### config.mk
export PLATFORM = sky130hd
export DESIGN_NAME = weight_stream_ctrl_flat
export DESIGN_NICKNAME = d
export VERILOG_FILES = /design/src/rtl/weight_stream_ctrl_pkg.sv /design/src/rtl/weight_stream_ctrl_if.sv /design/src/rtl/weight_stream_ctrl_skid_fifo.sv /design/src/rtl/weight_stream_ctrl.sv /design/src/flat_wrapper.sv
export SDC_FILE = /design/constraint.sdc
export NUM_CORES = 1
export LEC_CHECK = 0
export ABC_CLOCK_PERIOD_IN_PS = 2900
export CAP_MARGIN = 20
export CORE_UTILIZATION = 45
export CTS_BUF_LIST = sky130_fd_sc_hd__clkbuf_4 sky130_fd_sc_hd__clkbuf_8
export DETAILED_ROUTE_END_ITERATION = 6
export PLACE_DENSITY = 0.67
export SETUP_SLACK_MARGIN = 0.15
export SYNTH_ARGS = -nofsm -noshare
export SYNTH_HDL_FRONTEND = slang
export SYNTH_SLANG_ARGS = --single-unit
export TNS_END_PERCENT = 50
### constraint.sdc
create_clock -name ap_clk -period 2.9 [get_ports ap_clk]
set_input_delay 0.29 -clock ap_clk [delete_from_list [all_inputs] [get_ports ap_clk]]
set_output_delay 0.29 -clock ap_clk [all_outputs]
set_load 0.05 [all_outputs]
### src/rtl/weight_stream_ctrl_pkg.sv
// Shared sizing constants and helpers for the layer weight streamer.
package weight_stream_ctrl_pkg;

  // Local copies of the layer sizing macros (3x3x32 kernel, 16-bit coefficients).
  localparam int KERN_S_16   = 288;
  localparam int COEFF_WIDTH = 16;
  localparam int PASS_WIDTH  = 16;
  localparam int SKID_DEPTH  = 3;

  function automatic int addr_bits(input int depth);
    return (depth > 1) ? $clog2(depth) : 1;
  endfunction

endpackage

### src/rtl/weight_stream_ctrl_if.sv
// ROM read port and weight FIFO write port of the weight streamer.
interface weight_stream_ctrl_if
  import weight_stream_ctrl_pkg::*;
#(
  parameter int DATA_WIDTH = COEFF_WIDTH,
  parameter int ADDR_WIDTH = addr_bits(KERN_S_16)
);
  logic [ADDR_WIDTH-1:0] rom_address;
  logic                  rom_ce;
  logic [DATA_WIDTH-1:0] rom_q;
  logic [DATA_WIDTH-1:0] output_V_din;
  logic                  output_V_full_n;
  logic                  output_V_write;

  modport master (
    output rom_address, rom_ce, output_V_din, output_V_write,
    input  rom_q, output_V_full_n
  );

  modport slave (
    input  rom_address, rom_ce, output_V_din, output_V_write,
    output rom_q, output_V_full_n
  );
endinterface

### src/rtl/weight_stream_ctrl_skid_fifo.sv
// Three-entry register FIFO that absorbs the ROM read latency; entry 0 is always the head.
module weight_skid_fifo
  import weight_stream_ctrl_pkg::*;
#(
  parameter int DATA_WIDTH = COEFF_WIDTH
) (
  input  logic                  ap_clk,
  input  logic                  ap_rst_n,
  input  logic                  push,
  input  logic [DATA_WIDTH-1:0] push_data,
  input  logic                  pop,
  output logic [DATA_WIDTH-1:0] head,
  output logic [1:0]            count
);

  logic [DATA_WIDTH-1:0] entry_reg [SKID_DEPTH];
  logic [DATA_WIDTH-1:0] shift_in  [SKID_DEPTH];
  logic [1:0]            count_reg, count_next;
  logic [1:0]            fill_slot;
  logic                  pop_ok;

  assign pop_ok     = pop && (count_reg != 2'd0);
  // A simultaneous pop shifts everything down, so the new word lands one slot lower.
  assign fill_slot  = pop_ok ? (count_reg - 2'd1) : count_reg;
  assign count_next = count_reg + {1'b0, push} - {1'b0, pop_ok};

  for (genvar gi = 0; gi < SKID_DEPTH; gi++) begin : g_entry
    if (gi < SKID_DEPTH - 1) begin : g_shift
      assign shift_in[gi] = entry_reg[gi+1];
    end else begin : g_tail
      assign shift_in[gi] = entry_reg[gi];
    end

    always_ff @(posedge ap_clk or negedge ap_rst_n) begin
      if (!ap_rst_n) begin
        entry_reg[gi] <= '0;
      end else if (push && (fill_slot == 2'(gi))) begin
        entry_reg[gi] <= push_data;
      end else if (pop_ok) begin
        entry_reg[gi] <= shift_in[gi];
      end
    end
  end

  always_ff @(posedge ap_clk or negedge ap_rst_n) begin
    if (!ap_rst_n) begin
      count_reg <= 2'd0;
    end else begin
      count_reg <= count_next;
    end
  end

  assign head  = entry_reg[0];
  assign count = count_reg;

endmodule

### src/rtl/weight_stream_ctrl.sv
// Walks the coefficient ROM cfg_passes times and streams every word into the weight FIFO.
module weight_stream_ctrl
  import weight_stream_ctrl_pkg::*;
#(
  parameter int MEM_SIZE   = KERN_S_16,
  parameter int DATA_WIDTH = COEFF_WIDTH,
  parameter int ADDR_WIDTH = addr_bits(MEM_SIZE)
) (
  input  logic                  ap_clk,
  input  logic                  ap_rst_n,
  input  logic                  ap_start,
  input  logic [PASS_WIDTH-1:0] cfg_passes,
  output logic                  ap_idle,
  output logic                  ap_done,
  weight_stream_ctrl_if.master  bus
);

  typedef enum logic [1:0] {S_IDLE, S_RUN, S_DRAIN, S_DONE} state_t;

  localparam logic [ADDR_WIDTH-1:0] LAST_ADDR = ADDR_WIDTH'(MEM_SIZE - 1);
  localparam logic [ADDR_WIDTH-1:0] ADDR_ONE  = ADDR_WIDTH'(1);
  localparam logic [PASS_WIDTH-1:0] PASS_ONE  = PASS_WIDTH'(1);

  state_t                  state_reg, state_next;
  logic [ADDR_WIDTH-1:0]   addr_reg, addr_next;
  logic [PASS_WIDTH-1:0]   pass_reg, pass_next;
  logic [PASS_WIDTH-1:0]   passes_reg, passes_next;
  logic                    inflight_reg;
  logic                    issue;
  logic                    pop;
  logic                    credit_ok;
  logic [1:0]              count;
  logic [DATA_WIDTH-1:0]   head;

  // Credit uses registered state only, so full_n never reaches rom_ce/rom_address.
  assign credit_ok = ({1'b0, count} + {2'b00, inflight_reg}) < 3'd3;
  assign pop       = (count != 2'd0) && bus.output_V_full_n;

  always_ff @(posedge ap_clk or negedge ap_rst_n) begin
    if (!ap_rst_n) begin
      state_reg    <= S_IDLE;
      addr_reg     <= '0;
      pass_reg     <= '0;
      passes_reg   <= '0;
      inflight_reg <= 1'b0;
    end else begin
      state_reg    <= state_next;
      addr_reg     <= addr_next;
      pass_reg     <= pass_next;
      passes_reg   <= passes_next;
      inflight_reg <= issue;
    end
  end

  always_comb begin
    state_next  = state_reg;
    addr_next   = addr_reg;
    pass_next   = pass_reg;
    passes_next = passes_reg;
    issue       = 1'b0;
    ap_idle     = 1'b0;
    ap_done     = 1'b0;
    unique case (state_reg)
      S_IDLE: begin
        ap_idle = 1'b1;
        if (ap_start) begin
          passes_next = cfg_passes;
          addr_next   = '0;
          pass_next   = '0;
          state_next  = (cfg_passes == '0) ? S_DONE : S_RUN;
        end
      end
      S_RUN: begin
        if (credit_ok) begin
          issue = 1'b1;
          if (addr_reg == LAST_ADDR) begin
            addr_next = '0;
            pass_next = pass_reg + PASS_ONE;
            if (pass_reg == passes_reg - PASS_ONE) begin
              state_next = S_DRAIN;
            end
          end else begin
            addr_next = addr_reg + ADDR_ONE;
          end
        end
      end
      S_DRAIN: begin
        // Leave as the last word is popped so ap_done lands right after the final write.
        if (!inflight_reg && ((count == 2'd0) || ((count == 2'd1) && pop))) begin
          state_next = S_DONE;
        end
      end
      S_DONE: begin
        ap_done    = 1'b1;
        state_next = S_IDLE;
      end
      default: state_next = S_IDLE;
    endcase
  end

  weight_skid_fifo #(
    .DATA_WIDTH (DATA_WIDTH)
  ) u_skid (
    .ap_clk    (ap_clk),
    .ap_rst_n  (ap_rst_n),
    .push      (inflight_reg),
    .push_data (bus.rom_q),
    .pop       (pop),
    .head      (head),
    .count     (count)
  );

  assign bus.rom_ce         = issue;
  assign bus.rom_address    = addr_reg;
  assign bus.output_V_write = pop;
  assign bus.output_V_din   = head;

endmodule

### src/flat_wrapper.sv
// flat-port wrapper written by rule: the top's interface ports become plain ports
module weight_stream_ctrl_flat import weight_stream_ctrl_pkg::*;
#(
  parameter int MEM_SIZE   = KERN_S_16,
  parameter int DATA_WIDTH = COEFF_WIDTH,
  parameter int ADDR_WIDTH = addr_bits(MEM_SIZE)
)
  (ap_clk, ap_rst_n, ap_start, cfg_passes, ap_idle, ap_done, bus_rom_address, bus_rom_ce, bus_output_V_din, bus_output_V_write, bus_rom_q, bus_output_V_full_n);
  weight_stream_ctrl_if #(.DATA_WIDTH(DATA_WIDTH), .ADDR_WIDTH(ADDR_WIDTH)) bus_i ();
  input  logic ap_clk;
  input  logic ap_rst_n;
  input  logic ap_start;
  input  logic [PASS_WIDTH-1:0] cfg_passes;
  output logic ap_idle;
  output logic ap_done;
  output wire logic [$bits(bus_i.rom_address)-1:0] bus_rom_address;
  output wire logic [$bits(bus_i.rom_ce)-1:0] bus_rom_ce;
  output wire logic [$bits(bus_i.output_V_din)-1:0] bus_output_V_din;
  output wire logic [$bits(bus_i.output_V_write)-1:0] bus_output_V_write;
  input wire logic [$bits(bus_i.rom_q)-1:0] bus_rom_q;
  input wire logic [$bits(bus_i.output_V_full_n)-1:0] bus_output_V_full_n;
  assign bus_rom_address = bus_i.rom_address;
  assign bus_rom_ce = bus_i.rom_ce;
  assign bus_output_V_din = bus_i.output_V_din;
  assign bus_output_V_write = bus_i.output_V_write;
  assign bus_i.rom_q = bus_rom_q;
  assign bus_i.output_V_full_n = bus_output_V_full_n;
  weight_stream_ctrl #(.MEM_SIZE(MEM_SIZE), .DATA_WIDTH(DATA_WIDTH), .ADDR_WIDTH(ADDR_WIDTH)) u_core (.ap_clk(ap_clk), .ap_rst_n(ap_rst_n), .ap_start(ap_start), .cfg_passes(cfg_passes), .ap_idle(ap_idle), .ap_done(ap_done), .bus(bus_i));
endmodule
==> qor.csv <==
stage;metric;value;unit
pwr;power per cell area;1020;mW/mm^2
sta;number of hold violations in the final report;0;
cells_and_area;ratio of cells with drive above 1 in the final layout;13.8;%
global_routing;total congestion overflow after global routing;0;
critical_path;startpoint kind of the worst setup timing path;flip-flop;
critical_path;Worst R2R Setup Slack;0.20;ns
clock_network;number of H-tree levels;3;
clock_network;clock tree from TritonCTS;built;
cells_and_area;final std cell area, no fill;0.00601;mm^2
pwr;VDD IR-drop max;454;uV
critical_path;number of cells on the worst reg-to-reg path;7;
sta;setup repair after global routing missed its margin;yes;
critical_path;critical setup path kind;reg -> reg;
synthesis;leading post-synthesis cells by cell area;dfrtp_1 47%, nand2_1 6.0%, mux2_2 5.8%;
pwr;leakage;0.00264;uW
detailed_routing;count of antenna-violating nets left after detailed routing;0;
detailed_routing;per-cell via count in the routed design;5.42;
sta;Post-Route Skew;0.00654;ns
cells_and_area;antenna fix cells;0;
critical_path;Max Fanout on Critical Path;3;
synthesis;Synthesis Warnings;0;
synthesis;most frequent cells after synthesis;94 x dfrtp_1, 80 x nand2_1, 64 x nor2_1, 34 x a31oi_1, 26 x mux2_2;
floorplanning;initial cell density of the core;46.3;%
critical_path;crit path capture;u_core.state_reg[0];
synthesis;number of enable flip-flop cells after synthesis;0;
sta;fmax;370;MHz
synthesis;Syn Nets;571;
detailed_routing;average wire per cell in the routed design;15.1;um
sta;worst hold slack after final layout;0.496;ns
global_routing;number of antenna violations at the first check in global routing;0;
detailed_routing;Met2 Routed Length;5470;um
floorplanning;Die Y;108;um
flow_run;number of maximum-capacitance violations;0;
clock_network;Max Buffers Root-to-Sink;2;
synthesis;fraction of synthesized cell area taken by the top area cell type;46.9;%
synthesis;Cell Area, Synth;0.00501;mm^2
cells_and_area;Area Growth Syn to Fin;19.8;%
critical_path;signal arrival time at the worst endpoint;2.99;ns
clock_network;Root Driver;clkbuf_8;
outcome;result of the run;finished, final reports clean;
detailed_routing;Pre-Repair DR Iteration Count;4;
sta;Max Transition Viols Final;0;
critical_path;CP Capture Type;flip-flop;
sta;slew at the pin closest to its max-slew limit;0.686;ns
clock_network;clock transition time at the flip-flop clock pins of the worst setup and hold paths;0.09;ns
detailed_routing;via total after detailed routing;3900;
detailed_routing;Metal-1 WL;4910;um
placement;final weighted congestion in routability-driven placement;0.855;
floorplanning;area of the core region;0.0108;mm^2
detailed_routing;DRC Markers;0;
cells_and_area;Largest register FFs;32;
min_path;type of the worst min-delay path;reg -> reg;
sta;relative max-transition margin;54.3;%
synthesis;number of unique standard cell types used by synthesis;55;
placement;Placement Cell Area;0.00575;mm^2
clock_network;Clock Sinks;94;
synthesis;sequential-to-total area share from yosys stat;46.9;%
floorplanning;Chip Width;108;um
critical_path;WP data required;3.19;ns
synthesis;most common cell in the synthesized netlist;dfrtp_1;
cells_and_area;fill cell count;980;
global_routing;overall routing resource usage;19.8;%
synthesis;Post-synth ARST share;100;%
global_routing;largest net degree at the start of global routing;54;
placement;count of input and output buffers;64;
synthesis;top_reg_cell synth;dfrtp_1;
floorplanning;number of ports placed on the die boundary;65;
detailed_routing;total wire length;10900;um
detailed_routing;routed length on met3;431;um
floorplanning;floorplan die area;0.0116;mm^2
synthesis;Synth area leader;dfrtp_1;
critical_path;endpoint of the worst-slack reg-to-reg timing path;u_core.state_reg[0];
pwr;Final Power;6110;uW
sta;final setup violation count;0;
floorplanning;row cnt;38;
global_routing;number of global-route vias before repair;3840;
clock_network;total clock buffers created by CTS;9;
global_routing;first-pass GRT wire length;18000;um
sta;minimum clock period after layout;2.70;ns
cells_and_area;Post-layout nets;625;
critical_path;worst flop-to-flop path startpoint;u_core.passes_reg[9];
placement;HPWL Detailed;7530;um
sta;Period Utilization, post-route;93.1;%
detailed_routing;initial drt markers;155;
sta;final total negative setup slack;0;ns
detailed_routing;top sig layer;met4;
critical_path;Crit. Startpoint;u_core.passes_reg[9];
clock_network;worst-skew pair later-pin latency;0.36;ns
synthesis;mean post-synth cell area;9.61;um^2
synthesis;FF+latch count, synth;94;
synthesis;number of standard cells after synthesis;522;
==> where the power goes <==
part	switching, uW	total [uW]	internal (uW)
registers	428	2250	1820
logic	1730	3000	1270
clock network	462	869	407
==> worst min path at each step <==
stage                                 endpoint  depth (start not counted)                        from
floorplan            u_core.bus.rom_address[0]                          0                    ap_rst_n
global placement         u_core.passes_reg[14]                          1                    ap_rst_n
detailed placement        u_core.passes_reg[0]                          1                    ap_rst_n
CTS                 u_core.u_skid.entry_reg[0]                          1  u_core.u_skid.entry_reg[0]
global route        u_core.u_skid.entry_reg[0]                          1  u_core.u_skid.entry_reg[0]
finish              u_core.u_skid.entry_reg[2]                          1  u_core.u_skid.entry_reg[2]
==> worst max-delay path: stages (launching register included) <==
cell	delay (ns)
dfrtp_1	0.40
or4_4	0.53
or4_4	0.43
or4_4	0.44
o41ai_4	0.07
o22ai_2	0.13
o41ai_4	0.40
mux2i_1	0.23
==> metrics by stage <==
step | utilization (%) | setup WS, ns | instances
2_1_floorplan | - | 0.225 | 522
3_3_place_gp | 53.0 | 0.237 | 702
3_5_place_dp | 53.0 | 0.169 | 702
4_1_cts | 54.9 | 0.160 | 718
5_1_grt | 55.4 | 0.0983 | 720
6_report | 55.4 | 0.199 | 720
==> cell families after synthesis <==
group	Yosys count	share of synthesized area [%]
AND/OR/NAND/NOR	213	19.5
flip-flops	94	46.9
AO/OA/AOI/OAI	69	9.31
buffers and inverters	55	5.69
XOR/XNOR	40	6.99
multiplexers	38	8.41
adder cells (fa/ha/maj)	13	3.24
==> layout by cell type, fill, tap and decap left out, types with 3 or more instances in the layout <==
cell type        Yosys  routed
dfrtp_1             94      94
nand2_1             80      80
nor2_1              64      64
clkdlybuf4s50_1      0      61
a31oi_1             34      34
mux2_2              26      26
xor2_1              22      22
nand3_1             20      20
buf_4               16      19
xnor2_1             18      18
inv_1               13      13
ha_1                13      13
clkbuf_8             1       9
nor3_1               9       8
and3_1               7       7
mux2_1               7       7
nor4_1               6       6
o21ai_0              6       6
a21oi_1              5       5
mux2i_1              5       5
or3_1                4       4
and2_1               3       3
o21ai_2              0       3
nand4_1              3       3
o31ai_1              3       3
or4_4                1       3
==> cell type report <==
| type | count | area, um^2 | area share [%] |
|---|---|---|---|
| clock buffers | 10 | 131 | 2.19 |
| clock inverters | 5 | 60.1 | 1.00 |
| inverters | 15 | 56.3 | 0.937 |
| multi-input cells | 373 | 2430 | 40.4 |
| flip-flops and latches | 94 | 2350 | 39.2 |
| well taps | 140 | 175 | 2.92 |
| repair buffers | 83 | 803 | 13.4 |
==> metal layers <==
metal | track usage (%) | up-vias
met5 | 0 | -
met4 | 5.28 | 0
met3 | 4.18 | 6
met2 | 34.6 | 71
met1 | 24.8 | 1922
li1 | - | 1901
==> timing repair <==
item | CTS | global route
endpoints found under the setup margin | 0 | 5
hold endpoints to repair | 52 | 0
hold buffers | 1 | 0
gates resized for setup | 0 | 6
buffers inserted | 0 | 2
Note: power is estimated with default switching activity, not from simulation.
